## src/rtl/soc_bb_sram_arbiter.sv

```systemverilog
// Round-robin arbiter sharing one Blackbone SRAM port among NUM_MASTERS requesters.
// Optional macro SOC_BB_ARB_LOCK_EN adds m_lock_i to suppress the burst limit.
module soc_bb_sram_arbiter #(
  parameter int NUM_MASTERS = 4,
  parameter int DW          = 32,
  parameter int AW          = 32,
  parameter int BURST_MAX   = 8
) (
  input  logic                      bb_clk_i,
  input  logic                      bb_rst_i,
  input  logic [NUM_MASTERS-1:0]    m_req_i,
  input  logic [NUM_MASTERS-1:0]    m_we_i,
  input  logic [NUM_MASTERS*AW-1:0] m_addr_i,
  input  logic [NUM_MASTERS*DW-1:0] m_din_i,
`ifdef SOC_BB_ARB_LOCK_EN
  input  logic [NUM_MASTERS-1:0]    m_lock_i,
`endif
  output logic [NUM_MASTERS-1:0]    m_gnt_o,
  output logic [NUM_MASTERS-1:0]    m_rvalid_o,
  output logic [DW-1:0]             m_dout_o,
  output logic [AW-1:0]             bb_addr_o,
  output logic [DW-1:0]             bb_din_o,
  output logic                      bb_en_o,
  output logic                      bb_we_o,
  input  logic [DW-1:0]             bb_dout_i
);

  localparam int OW = (NUM_MASTERS > 1) ? $clog2(NUM_MASTERS) : 1;
  localparam int CW = (BURST_MAX > 1) ? $clog2(BURST_MAX) : 1;
  localparam logic [CW-1:0] CNT_LAST = CW'(BURST_MAX - 1);
  localparam logic [OW-1:0] OWN_RST = OW'(NUM_MASTERS - 1);

  typedef enum logic {IDLE, GRANT} state_t;

  state_t                  state;
  logic [OW-1:0]           owner;
  logic [CW-1:0]           beat_cnt;
  logic [NUM_MASTERS-1:0]  rvalid;
  logic [NUM_MASTERS-1:0]  gnt;
  logic [OW-1:0]           next_owner;
  logic [OW-1:0]           idx;
  logic                    found;
  logic                    own_req;
  logic                    own_we;
  logic                    beat;
  logic                    locked;
  logic                    at_limit;
  logic                    rotate;
  logic                    any_req;
  int unsigned             oi;

  assign oi       = 32'(owner);
  assign own_req  = m_req_i[owner];
  assign own_we   = m_we_i[owner];
  assign any_req  = |m_req_i;
  assign at_limit = (beat_cnt == CNT_LAST);

`ifdef SOC_BB_ARB_LOCK_EN
  assign locked = m_lock_i[owner];
`else
  assign locked = 1'b0;
`endif

  // Grant follows the owner's request while an owner is installed.
  always_comb begin
    gnt = '0;
    if (state == GRANT) gnt[owner] = own_req;
  end

  assign beat    = |gnt;
  assign rotate  = ~own_req | (beat & at_limit & ~locked);
  assign m_gnt_o = gnt;
  assign bb_en_o = beat;
  assign bb_we_o = beat & own_we;

  // Bus lines follow the owner's slices; parked at zero when idle.
  always_comb begin
    bb_addr_o = '0;
    bb_din_o  = '0;
    if (state == GRANT) begin
      bb_addr_o = m_addr_i[oi*AW +: AW];
      bb_din_o  = m_din_i[oi*DW +: DW];
    end
  end

  // First requester searching upward from owner+1; owner itself is last.
  always_comb begin
    next_owner = owner;
    found      = 1'b0;
    idx        = '0;
    for (int k = 1; k <= NUM_MASTERS; k++) begin
      idx = OW'((oi + 32'(k)) % 32'(NUM_MASTERS));
      if (!found && m_req_i[idx]) begin
        next_owner = idx;
        found      = 1'b1;
      end
    end
  end

  // Arbitration FSM: owner selection and per-grant beat counting.
  always_ff @(posedge bb_clk_i or posedge bb_rst_i) begin
    if (bb_rst_i) begin
      state    <= IDLE;
      owner    <= OWN_RST;
      beat_cnt <= '0;
    end else begin
      unique case (state)
        IDLE: begin
          if (any_req) begin
            owner    <= next_owner;
            beat_cnt <= '0;
            state    <= GRANT;
          end
        end
        GRANT: begin
          if (rotate) begin
            beat_cnt <= '0;
            if (any_req) owner <= next_owner;
            else         state <= IDLE;
          end else if (beat && !(locked && at_limit)) begin
            beat_cnt <= beat_cnt + 1'b1;
          end
        end
        default: state <= IDLE;
      endcase
    end
  end

  // Read beats return rvalid to their issuer one cycle later.
  always_ff @(posedge bb_clk_i or posedge bb_rst_i) begin
    if (bb_rst_i) rvalid <= '0;
    else          rvalid <= own_we ? '0 : gnt;
  end

  assign m_rvalid_o = rvalid;
  assign m_dout_o   = (|rvalid) ? bb_dout_i : '0;

endmodule

```

## config.mk

```make
export PLATFORM = sky130hd
export DESIGN_NAME = soc_bb_sram_arbiter
export DESIGN_NICKNAME = d
export VERILOG_FILES = /design/src/rtl/soc_bb_sram_arbiter.sv
export SDC_FILE = /design/constraint.sdc
export NUM_CORES = 1
export LEC_CHECK = 0
export ABC_AREA = 1
export BUFFER_PORTS_ARGS = -buffer_cell sky130_fd_sc_hd__buf_2
export CORE_AREA = 5 5 154 156
export CTS_BUF_LIST = sky130_fd_sc_hd__clkbuf_8 sky130_fd_sc_hd__clkbuf_16
export DETAILED_ROUTE_END_ITERATION = 8
export DIE_AREA = 0 0 159 161
export PLACE_DENSITY = 0.47
export SLEW_MARGIN = 10
export SYNTH_ARGS = -nofsm -noshare
export SYNTH_HDL_FRONTEND = slang
export SYNTH_SLANG_ARGS = --single-unit
```

## constraint.sdc

```tcl
create_clock -name bb_clk_i -period 3.37 [get_ports bb_clk_i]
set_clock_uncertainty 0.15 [all_clocks]
set_input_delay 0.674 -clock bb_clk_i [delete_from_list [all_inputs] [get_ports bb_clk_i]]
set_output_delay 0.674 -clock bb_clk_i [all_outputs]
set_load 0.03 [all_outputs]
```

### Word-level counts from Yosys, hierarchy flattened

Cells that the tools add are included.

| word-level totals | value |
|---|---|
| bits in registers | 10 |
| logic and storage cells | 74 |
| output and inout bits | 106 |
| input bits | 298 |

| cells by class | value |
|---|---|
| bitwise operators | 6 |
| shift operators | 2 |
| $add $sub $neg | 5 |
| reduce and logical (&&, ||, !) cells | 11 |
| $lt $le $gt $ge | 6 |
| equal/unequal tests | 4 |
| mux-type cells | 36 |

Operators with widths:

| kind | number |
|---|---|
| $shiftx 128x8->32 | 2 |
| $mux 32 | 3 |
| $lt 2x3->1 const B | 5 |
| $bmux 1 s2 | 6 |
| $mux 1 | 12 |
| $mux 2 | 6 |
| $reduce_or 4->1 | 3 |
| $mux 3 | 3 |
| $mux 4 | 2 |
| $pmux 3 s2 | 1 |
| $add 2x1->2 const B | 2 |
| $add 2x2->2 const B | 2 |
| $and 4x4->4 | 1 |
| $logic_and 1x1->1 | 4 |
| $pmux 2 s2 | 1 |
| $add 3x1->3 const B | 1 |
| $eq 3x3->1 const B | 1 |
| $logic_not 1->1 | 3 |
| $ne 3x1->1 const B | 1 |
| $and 1x1->1 | 2 |
| $demux 1 s2 | 1 |
| $ge 2x1->1 const B | 1 |
| $ne 2x1->1 const B | 1 |
| $ne 2x2->1 const B | 1 |
| 4 further kinds | 5 |

### Logic depth before layout (Yosys ltp)

Gate-level depths: netlist of run 1.

| depth | value |
|---|---|
| depth after elaboration | 16 |
| mapped depth | 14 |
| depth with buffers taken out | 11 |

### Worst setup path before layout of run 1

No wires, ideal clock.

| timing | value |
|---|---|
| path kind | register to output |
| start | register owner[0] |
| end | output port bb_we_o |
| required time | 2.546 ns |
| slack | 0.289 ns |
| buffers on the path | 3 |
| arrival time | 2.257 ns |
| cell stages (with the launch flop) | 11 |
| path through | dfstp_2 > buf_6 > inv_6 > buf_6 > clkbuf_1 > ha_1 > nand2_1 > inv_1 > o211ai_1 > nand2_1 > and2_1 |

| between the ends | value |
|---|---|
| word-level cells in the longest chain between the ends | 8 |
| elaborated cells on any way between the ends | 13 |
| those cells by class | order compare: 2; mux: 7; bitwise: 2; reduce/logical: 2 |

RTL lines:

| what | line | RTL |
|---|---|---|
| start: declaration | 36 | `logic [OW-1:0] owner;` |
| start signal: assignment | 110 | `owner <= next_owner;` |
| start signal: assignment | 118 | `if (any_req) owner <= next_owner;` |
| $lt 2x3->1 (implied by the code) or $ge 2x1->1 (tied branches) | 67 | `if (state == GRANT) gnt[owner] = own_req;` |
| $logic_and 1x1->1 (implied by the code) | 67 |  |
| $mux 1 (implied by the code) | 67 |  |
| $demux 1 s2 | 67 |  |
| $and 4x4->4 (no line) (*) | -- |  |
| $mux 4 (*) | 67 |  |
| $reduce_or 4->1 (*) | 70 | `assign beat = \|gnt;` |
| via bb_en_o | 23 | `output logic bb_en_o,` |
| $and 1x1->1 (*) | 74 | `assign bb_we_o = beat & own_we;` |
| end: declaration | 24 | `output logic bb_we_o,` |

The timed path passes the listed nets; every way through them passes the cells marked *. The select of a mux whose other input is x is not followed.

### Worst setup path after layout of run 1

| timing | value |
|---|---|
| start | register owner[0] |
| end | output port bb_we_o |

| between the ends | value |
|---|---|
| word-level cells in the longest chain between the ends | 8 |
| elaborated cells on any way between the ends | 13 |
| those cells by class | order compare: 2; mux: 7; bitwise: 2; reduce/logical: 2 |

RTL lines:

| what | line |
|---|---|
| $lt 2x3->1 (implied by the code) or $ge 2x1->1 (tied branches) | 67 |
| $logic_and 1x1->1 (implied by the code) | 67 |
| $mux 1 (implied by the code) | 67 |
| $demux 1 s2 | 67 |
| $and 4x4->4 (no line) | -- |
| $mux 4 | 67 |
| $reduce_or 4->1 | 70 |
| $and 1x1->1 (*) | 74 |

Every way passes the cells marked *; elsewhere a longest branch is shown, timed or not. The select of a mux whose other input is x is not followed.

==> results.rst, run 1 <==
.. list-table::
   :header-rows: 1

   * - Metric
     - Value
   * - CP delay by family, top
     - flip-flops
   * - Max-slew violation count
     - 0
   * - Clock period minus worst slack
     - roughly 3.1 ns
   * - Max-Slew Margin vs Limit
     - 60.6%
   * - Cell Chain, Critical Path
     - buf_4 -> ha_1 -> nand2_1 -> inv_1 -> o211ai_1 -> nand2_1 -> and2_1 -> buf_2
   * - Power density of the placed cells
     - 1040 nW/um^2
   * - Total leakage power
     - approximately 3.2 nW
   * - Sequential power share
     - 3.9%
   * - RSZ-0062 raised after global routing
     - false
   * - WHS
     - 0.262 ns
   * - Number of I/O port buffers
     - about 400
   * - TritonCTS clock tree
     - done
   * - Count of synthesis-stage warnings from yosys
     - 0
   * - Number of instances in the synthesized netlist
     - ~670
   * - GRT Resource Usage Total
     - 13.5%
   * - Worst hold path class
     - in2async
   * - Clock transition time at the flip-flop clock pins of the worst setup and hold paths
     - 0.04 ns
   * - Total via count in the routed design
     - between 5000 and 6000
   * - First-pass iteration count of the detailed router
     - 4
   * - Footprint of the multi-input gates
     - 2570 sq um
   * - Worst-case clock buffer depth
     - 2
   * - # H-tree levels
     - 1
   * - Number of antenna violations at the first check in global routing
     - 3
   * - Worst Path Max Fanout
     - 34
   * - Effective utilization at floorplan
     - 14.6%
   * - Synthesized area per cell
     - 4.83 sq um
   * - Placed instance count
     - 1319
   * - Final number of setup-violating endpoints
     - 0
   * - First-pass GRT wire length
     - 29.0 mm
   * - Number of DRC markers in iteration 0
     - 250
   * - Clock insertion delay at the later pin of the skew report
     - 0.23 ns
   * - Total Die Area
     - 25600 sq um
   * - Total Power
     - 5.83 mW
   * - IO Count
     - 404
   * - Final critical-path share of the clock period
     - 92.0%
   * - Largest net degree at the start of global routing
     - 66
   * - Layout Nets
     - 1343
   * - Top-area cell type share of the netlist area
     - between 30% and 40%
   * - Cts bufs inserted
     - 3
   * - Run status
     - finished, final reports clean
   * - Final hold violations
     - 0
   * - Sequential element share of the synthesized area
     - 7.78%
   * - Detailed Place HPWL
     - approximately 16 mm
   * - Max-capacitance violation count
     - 0
   * - Total standard cell area after synthesis
     - 3250 sq um
   * - Detail Route Antenna Nets
     - 0
   * - Fillers
     - 2686
   * - Via count of the first global-routing pass
     - 5503
   * - Post-cts resize count
     - 0
   * - Share of cells above drive strength 1
     - between 40% and 50%
   * - VDD IR max
     - 469 uV
   * - Final weighted congestion in routability-driven placement
     - between 0.8 and 0.9
   * - Maximum operating frequency
     - 0.322 GHz
   * - Buffer type at the clock tree root
     - sky130_fd_sc_hd__clkbuf_16
   * - Cell types with the largest area share after synthesis
     - sky130_fd_sc_hd__nor2_1 (34%), sky130_fd_sc_hd__o21ai_0 (20%), sky130_fd_sc_hd__a21oi_1 (9.9%)
   * - Worst path buffer plus inverter count
     - 3
   * - Synthesis-stage register bit count
     - 10
   * - Dominant cell type by area after synthesis
     - sky130_fd_sc_hd__nor2_1
   * - Area taken by flip-flops and latches
     - 256 sq um
   * - Die outline height
     - 161 um
   * - Internal power
     - 1.95 mW
   * - TritonCTS sink count
     - 10
   * - Row cnt
     - 55
   * - Number of setup buffers added after CTS
     - 0
   * - Antenna Cells
     - 0
   * - Non-filler cells in the finished layout
     - 1323
   * - Nature of the critical path endpoint
     - output port
   * - Peak per-stage delay on the critical path
     - 0.66 ns
   * - Sum Neg Setup Slack
     - 0 ns
   * - Combinational group share of total power
     - between 90% and 100%
   * - Required time at the worst-slack endpoint
     - 2.55 ns
   * - Area of the core
     - 22200 sq um
   * - Netlist cell types
     - 28
   * - Slowest CP cell
     - sky130_fd_sc_hd__dfstp_4
   * - Switching component of the power
     - 3.88 mW
   * - Kind of critical path
     - reg2out
   * - Remaining global-route overflow
     - 0
   * - Post-route DRC
     - 0
   * - Tightest Pin Transition
     - 0.592 ns
   * - Crit start category
     - flip-flop
   * - Arrival time reported for the critical path endpoint
     - between 2 and 2.5 ns
   * - Routed length per instance
     - around 14 um
   * - Die width
     - 159 um
   * - Hold-fix buffers, CTS
     - 0
   * - Post-synthesis net count
     - 977
   * - Detailed-route vias per instance
     - 4.21
   * - Switching share of power
     - 66.6%
   * - Clock network fraction of total power
     - ~4%
   * - Aggregate routed wire length
     - 19.1 mm
   * - Synth-to-Final Area Change
     - 72.0%
   * - Cell mode on critical path
     - sky130_fd_sc_hd__nand2_1
## power groups by stage
stage	Clock [mW]	Combinational, mW	Sequential, mW
2_1_floorplan	0	3.93	0.227
5_1_grt	0.248	5.92	0.231
4_1_cts	0.237	5.46	0.226
3_3_place_gp	0	5.45	0.224
6_report	0.232	5.38	0.225
3_5_place_dp	0	5.44	0.227
## logic make-up after synthesis
family / count (synthesis) / synth area share [%]
fa+ha+maj: 6 / 2.31
simple gates: 357 / 45.6
buf+inv: 101 / 13.3
flops: 10 / 7.78
compound gates: 199 / 31.0
## synthesized netlist by cell type (all sizes together)
library cell	count
and2	1
dfstp	2
inv	47
nand2	34
o211ai	2
o22ai	1
clkbuf	19
dfrtp	8
a21oi	64
nor3	4
buf	35
nand3	14
nand4	4
nor2	299
ha	6
o21ai	132
nor4	1
## state kept, by name, summed over array words and instances (netlist names)
register	count
m_rvalid_o	4
state	1
owner	2
beat_cnt	3
## layout make-up
type	count	area share, %
Clock buffer	4	1.59
Multi-Input combinational cell	562	46.0
Inverter	47	3.25
Sequential cell	10	4.59
Timing Repair Buffer	415	38.2
Tap cell	285	6.38
## metal layers
layer / track usage [%] / wire, um / vias up
met3: 3.98 / 2020 / 28
met1: 16.6 / 7480 / 2352
met2: 23.6 / 9220 / 294
met5: 0 / 28 / -
met4: 2.87 / 369 / 6
li1: - / - / 2886
## cell usage in the layout, fill, tap and decap left out
cell / instances
sky130_fd_sc_hd__nand2_4: 3
sky130_fd_sc_hd__clkbuf_8: 1
sky130_fd_sc_hd__o211ai_1: 2
sky130_fd_sc_hd__o21ai_1: 1
sky130_fd_sc_hd__ha_1: 6
sky130_fd_sc_hd__and2_1: 1
sky130_fd_sc_hd__buf_4: 10
sky130_fd_sc_hd__o21ai_0: 130
sky130_fd_sc_hd__nand3_2: 2
sky130_fd_sc_hd__nand3_4: 3
sky130_fd_sc_hd__nand4_1: 4
sky130_fd_sc_hd__nand2_2: 5
sky130_fd_sc_hd__nor2_8: 1
sky130_fd_sc_hd__nor4_4: 1
sky130_fd_sc_hd__buf_12: 2
sky130_fd_sc_hd__a21oi_1: 64
sky130_fd_sc_hd__dfstp_4: 1
sky130_fd_sc_hd__inv_1: 43
sky130_fd_sc_hd__buf_2: 403
sky130_fd_sc_hd__nor2_1: 298
sky130_fd_sc_hd__nand3_1: 9
sky130_fd_sc_hd__inv_6: 1
sky130_fd_sc_hd__o21ai_2: 1
sky130_fd_sc_hd__dfstp_2: 1
sky130_fd_sc_hd__clkbuf_16: 3
sky130_fd_sc_hd__nand2_1: 26
sky130_fd_sc_hd__dfrtp_1: 8
sky130_fd_sc_hd__inv_2: 3
sky130_fd_sc_hd__o22ai_1: 1
sky130_fd_sc_hd__nor3_1: 4
## path summary, 6_finish.rpt
path                             start     endpoint  cells past startpoint  slack, ns
max                           owner[0]      bb_we_o                      8       0.27
min                           bb_rst_i  beat_cnt[1]                      2       0.26
max reg2reg                   owner[0]     owner[0]                     10       1.12
min reg2reg                beat_cnt[2]  beat_cnt[2]                      2       0.33
max in group asynchronous     bb_rst_i     owner[1]                      2       2.49
min in group bb_clk_i      beat_cnt[2]  beat_cnt[2]                      2       0.33
## per-stage QoR
step	instance area [sq um]	util, %	setup WS, ns
2_1_floorplan	3250	-	0.289
3_3_place_gp	5500	24.7	0.535
3_5_place_dp	5500	24.7	0.490
4_1_cts	5590	25.1	0.232
5_1_grt	5590	25.1	0.109
6_report	5590	25.1	0.269
Power figures use the tool's default switching activity.
==> run 2: changes to the inputs <==
--- a/config.mk
+++ b/config.mk
@@ -7,11 +7,11 @@
 export LEC_CHECK = 0
 export ABC_AREA = 1
 export BUFFER_PORTS_ARGS = -buffer_cell sky130_fd_sc_hd__buf_2
-export CORE_AREA = 5 5 154 156
+export CORE_AREA = 5 5 155 157
 export CTS_BUF_LIST = sky130_fd_sc_hd__clkbuf_8 sky130_fd_sc_hd__clkbuf_16
 export DETAILED_ROUTE_END_ITERATION = 8
-export DIE_AREA = 0 0 159 161
-export PLACE_DENSITY = 0.47
+export DIE_AREA = 0 0 160 162
+export PLACE_DENSITY = 0.44
 export SLEW_MARGIN = 10
 export SYNTH_ARGS = -nofsm -noshare
 export SYNTH_HDL_FRONTEND = slang
==> constraint.sdc (replaced) <==
create_clock -name bb_clk_i -period 3.8 [get_ports bb_clk_i]
set_clock_uncertainty 0.15 [all_clocks]
set_input_delay 0.76 -clock bb_clk_i [delete_from_list [all_inputs] [get_ports bb_clk_i]]
set_output_delay 0.76 -clock bb_clk_i [all_outputs]
set_load 0.03 [all_outputs]
==> results.rst, run 2 (synthesis gave the netlist of run 1 again) <==
.. list-table::
   :header-rows: 1

   * - Metric
     - Value
   * - Sum Neg Setup Slack
     - 0 ns
   * - FF-to-FF Start
     - owner[0]
   * - Final weighted congestion in routability-driven placement
     - 0.868
   * - Number of DRC markers in iteration 0
     - roughly 340
   * - RSZ-0062 raised after global routing
     - false
   * - Number of I/O port buffers
     - between 400 and 500
   * - Worst-case clock buffer depth
     - 2
   * - Kind of critical path
     - reg2out
   * - First-pass GRT wire length
     - around 29 mm
   * - Nature of the critical path endpoint
     - output port
   * - Worst Path Max Fanout
     - 50
   * - # H-tree levels
     - 1
   * - Final number of setup-violating endpoints
     - 0
   * - Combinational group share of total power
     - 92.1%
   * - IO Count
     - about 400
   * - Post-route DRC
     - 0
   * - Largest net degree at the start of global routing
     - 88
   * - Worst hold path class
     - reg2reg
   * - GRT Resource Usage Total
     - 13.4%
   * - Switching component of the power
     - 3.46 mW
   * - Synth-to-Final Area Change
     - 71.7%
   * - Run status
     - finished, final reports clean
   * - Max-slew violation count
     - 0
   * - Fillers
     - 2641
   * - TritonCTS clock tree
     - done
   * - Crit start category
     - flip-flop
   * - WHS
     - 0.336 ns
   * - Number of setup buffers added after CTS
     - 0
   * - Clock insertion delay at the later pin of the skew report
     - roughly 0.24 ns
   * - Maximum operating frequency
     - a little over 0.3 GHz
   * - Area taken by flip-flops and latches
     - around 260 sq um
   * - Final core occ
     - 24.9%
   * - Detail Route Antenna Nets
     - 0
   * - Placed instance count
     - 1316
   * - Required time at the worst-slack endpoint
     - 2.89 ns
   * - Layout Nets
     - between 1000 and 1500
   * - Cts bufs inserted
     - 3
   * - Flip-flop count of the largest register after layout
     - 4
   * - First-pass iteration count of the detailed router
     - 5
   * - Total Die Area
     - 25900 sq um
   * - Row cnt
     - 55
   * - Clock network fraction of total power
     - 4.0%
   * - Worst Min Path Start
     - beat_cnt[1]
   * - Die outline height
     - 162 um
   * - Detailed Place HPWL
     - 15.8 mm
   * - Max-capacitance violation count
     - 0
   * - Number of antenna violations at the first check in global routing
     - 0
   * - Area of the core
     - roughly 22000 sq um
   * - Internal power
     - roughly 1.7 mW
   * - Total leakage power
     - 3.15 nW
   * - Remaining global-route overflow
     - 0
   * - Final hold violations
     - 0
   * - Effective utilization at floorplan
     - 14.5%
   * - Arrival time reported for the critical path endpoint
     - 2.34 ns
   * - VDD IR max
     - 567 uV
   * - Total via count in the routed design
     - 5517
   * - Tightest Pin Transition
     - 0.527 ns
   * - Worst setup path startpoint
     - owner[0]
   * - Clock transition time at the flip-flop clock pins of the worst setup and hold paths
     - ~0.040 ns
   * - Routed length per instance
     - 14.8 um
   * - Antenna Cells
     - 0
   * - Non-filler cells in the finished layout
     - 1320
   * - Buffer type at the clock tree root
     - sky130_fd_sc_hd__clkbuf_16
   * - Via count of the first global-routing pass
     - ~5200
   * - Share of cells above drive strength 1
     - 42.3%
   * - Leading cell types in the layout, fill and taps excluded
     - sky130_fd_sc_hd__buf_2 (403), sky130_fd_sc_hd__nor2_1 (298), sky130_fd_sc_hd__o21ai_0 (130), sky130_fd_sc_hd__a21oi_1 (64), sky130_fd_sc_hd__inv_1 (43)
   * - Clock period minus worst slack
     - 3.25 ns
   * - Power density of the placed cells
     - 929 nW/um^2
   * - TritonCTS sink count
     - 10
   * - Final critical-path share of the clock period
     - 85.6%
   * - Max-Slew Margin vs Limit
     - 64.9%
   * - Footprint of the multi-input gates
     - approximately 2600 sq um
   * - Worst setup slack for register-to-register paths
     - 1.50 ns
   * - Detailed-route vias per instance
     - 4.18
   * - Hold-fix buffers, CTS
     - 0
   * - Sequential power share
     - 3.9%
   * - Aggregate routed wire length
     - a little under 20 mm
   * - Post-cts resize count
     - 0
   * - Total Power
     - 5.18 mW
   * - Die width
     - 160 um
   * - Commonest non-fill, non-tap cell in the layout
     - sky130_fd_sc_hd__buf_2
   * - Switching share of power
     - approximately two thirds
## run 2: cell count changes in the layout (fill, tap and decap cells not counted), sizes merged
cell	before	now
buf	415	412
## run 2: area by class of cell
cell class	count	share of cell area (%)
Clock buffer	4	1.59
Inverter	47	3.25
Multi-Input combinational cell	562	46.1
Sequential cell	10	4.60
Tap cell	285	6.39
Timing Repair Buffer	412	38.0
## run 2: routing by layer
metal | track usage [%] | up-vias | share of wire, %
met2 | 24.0 | 272 | 50
met1 | 16.4 | 2351 | 40
met5 | 0 | - | 0
li1 | - | 2881 | -
met4 | 2.15 | 0 | 1.2
met3 | 3.50 | 13 | 8.9
## run 2: worst paths after layout
| check | to | cells past startpoint |
|---|---|---|
| max | bb_we_o | 5 |
| min | beat_cnt[1] | 2 |
| max reg2reg | beat_cnt[2] | 10 |
| min reg2reg | beat_cnt[1] | 2 |
| max in group asynchronous | owner[1] | 2 |
| min in group asynchronous | beat_cnt[2] | 2 |
## run 2: worst max-delay path, cell delays in order, from the launching register on
cell	delay [ns]
sky130_fd_sc_hd__dfstp_4	0.65
sky130_fd_sc_hd__buf_4	0.45
sky130_fd_sc_hd__o21ai_0	0.18
sky130_fd_sc_hd__o22ai_1	0.42
sky130_fd_sc_hd__and2_1	0.21
sky130_fd_sc_hd__buf_2	0.20
## run 2: power groups by stage
stage               Sequential [mW]  Combinational [mW]  Clock, mW
floorplan                     0.202                3.49          0
global placement              0.200                4.83          0
detailed placement            0.201                4.82          0
CTS                           0.201                4.83      0.214
global route                  0.204                5.23      0.218
finish                        0.200                4.77      0.208
## run 2: per-stage QoR
step,instance area (sq um),setup WS [ns]
3_3_place_gp,5490,0.789
5_1_grt,5580,0.352
2_1_floorplan,3250,0.633
3_5_place_dp,5490,0.746
4_1_cts,5580,0.499
6_report,5580,0.546
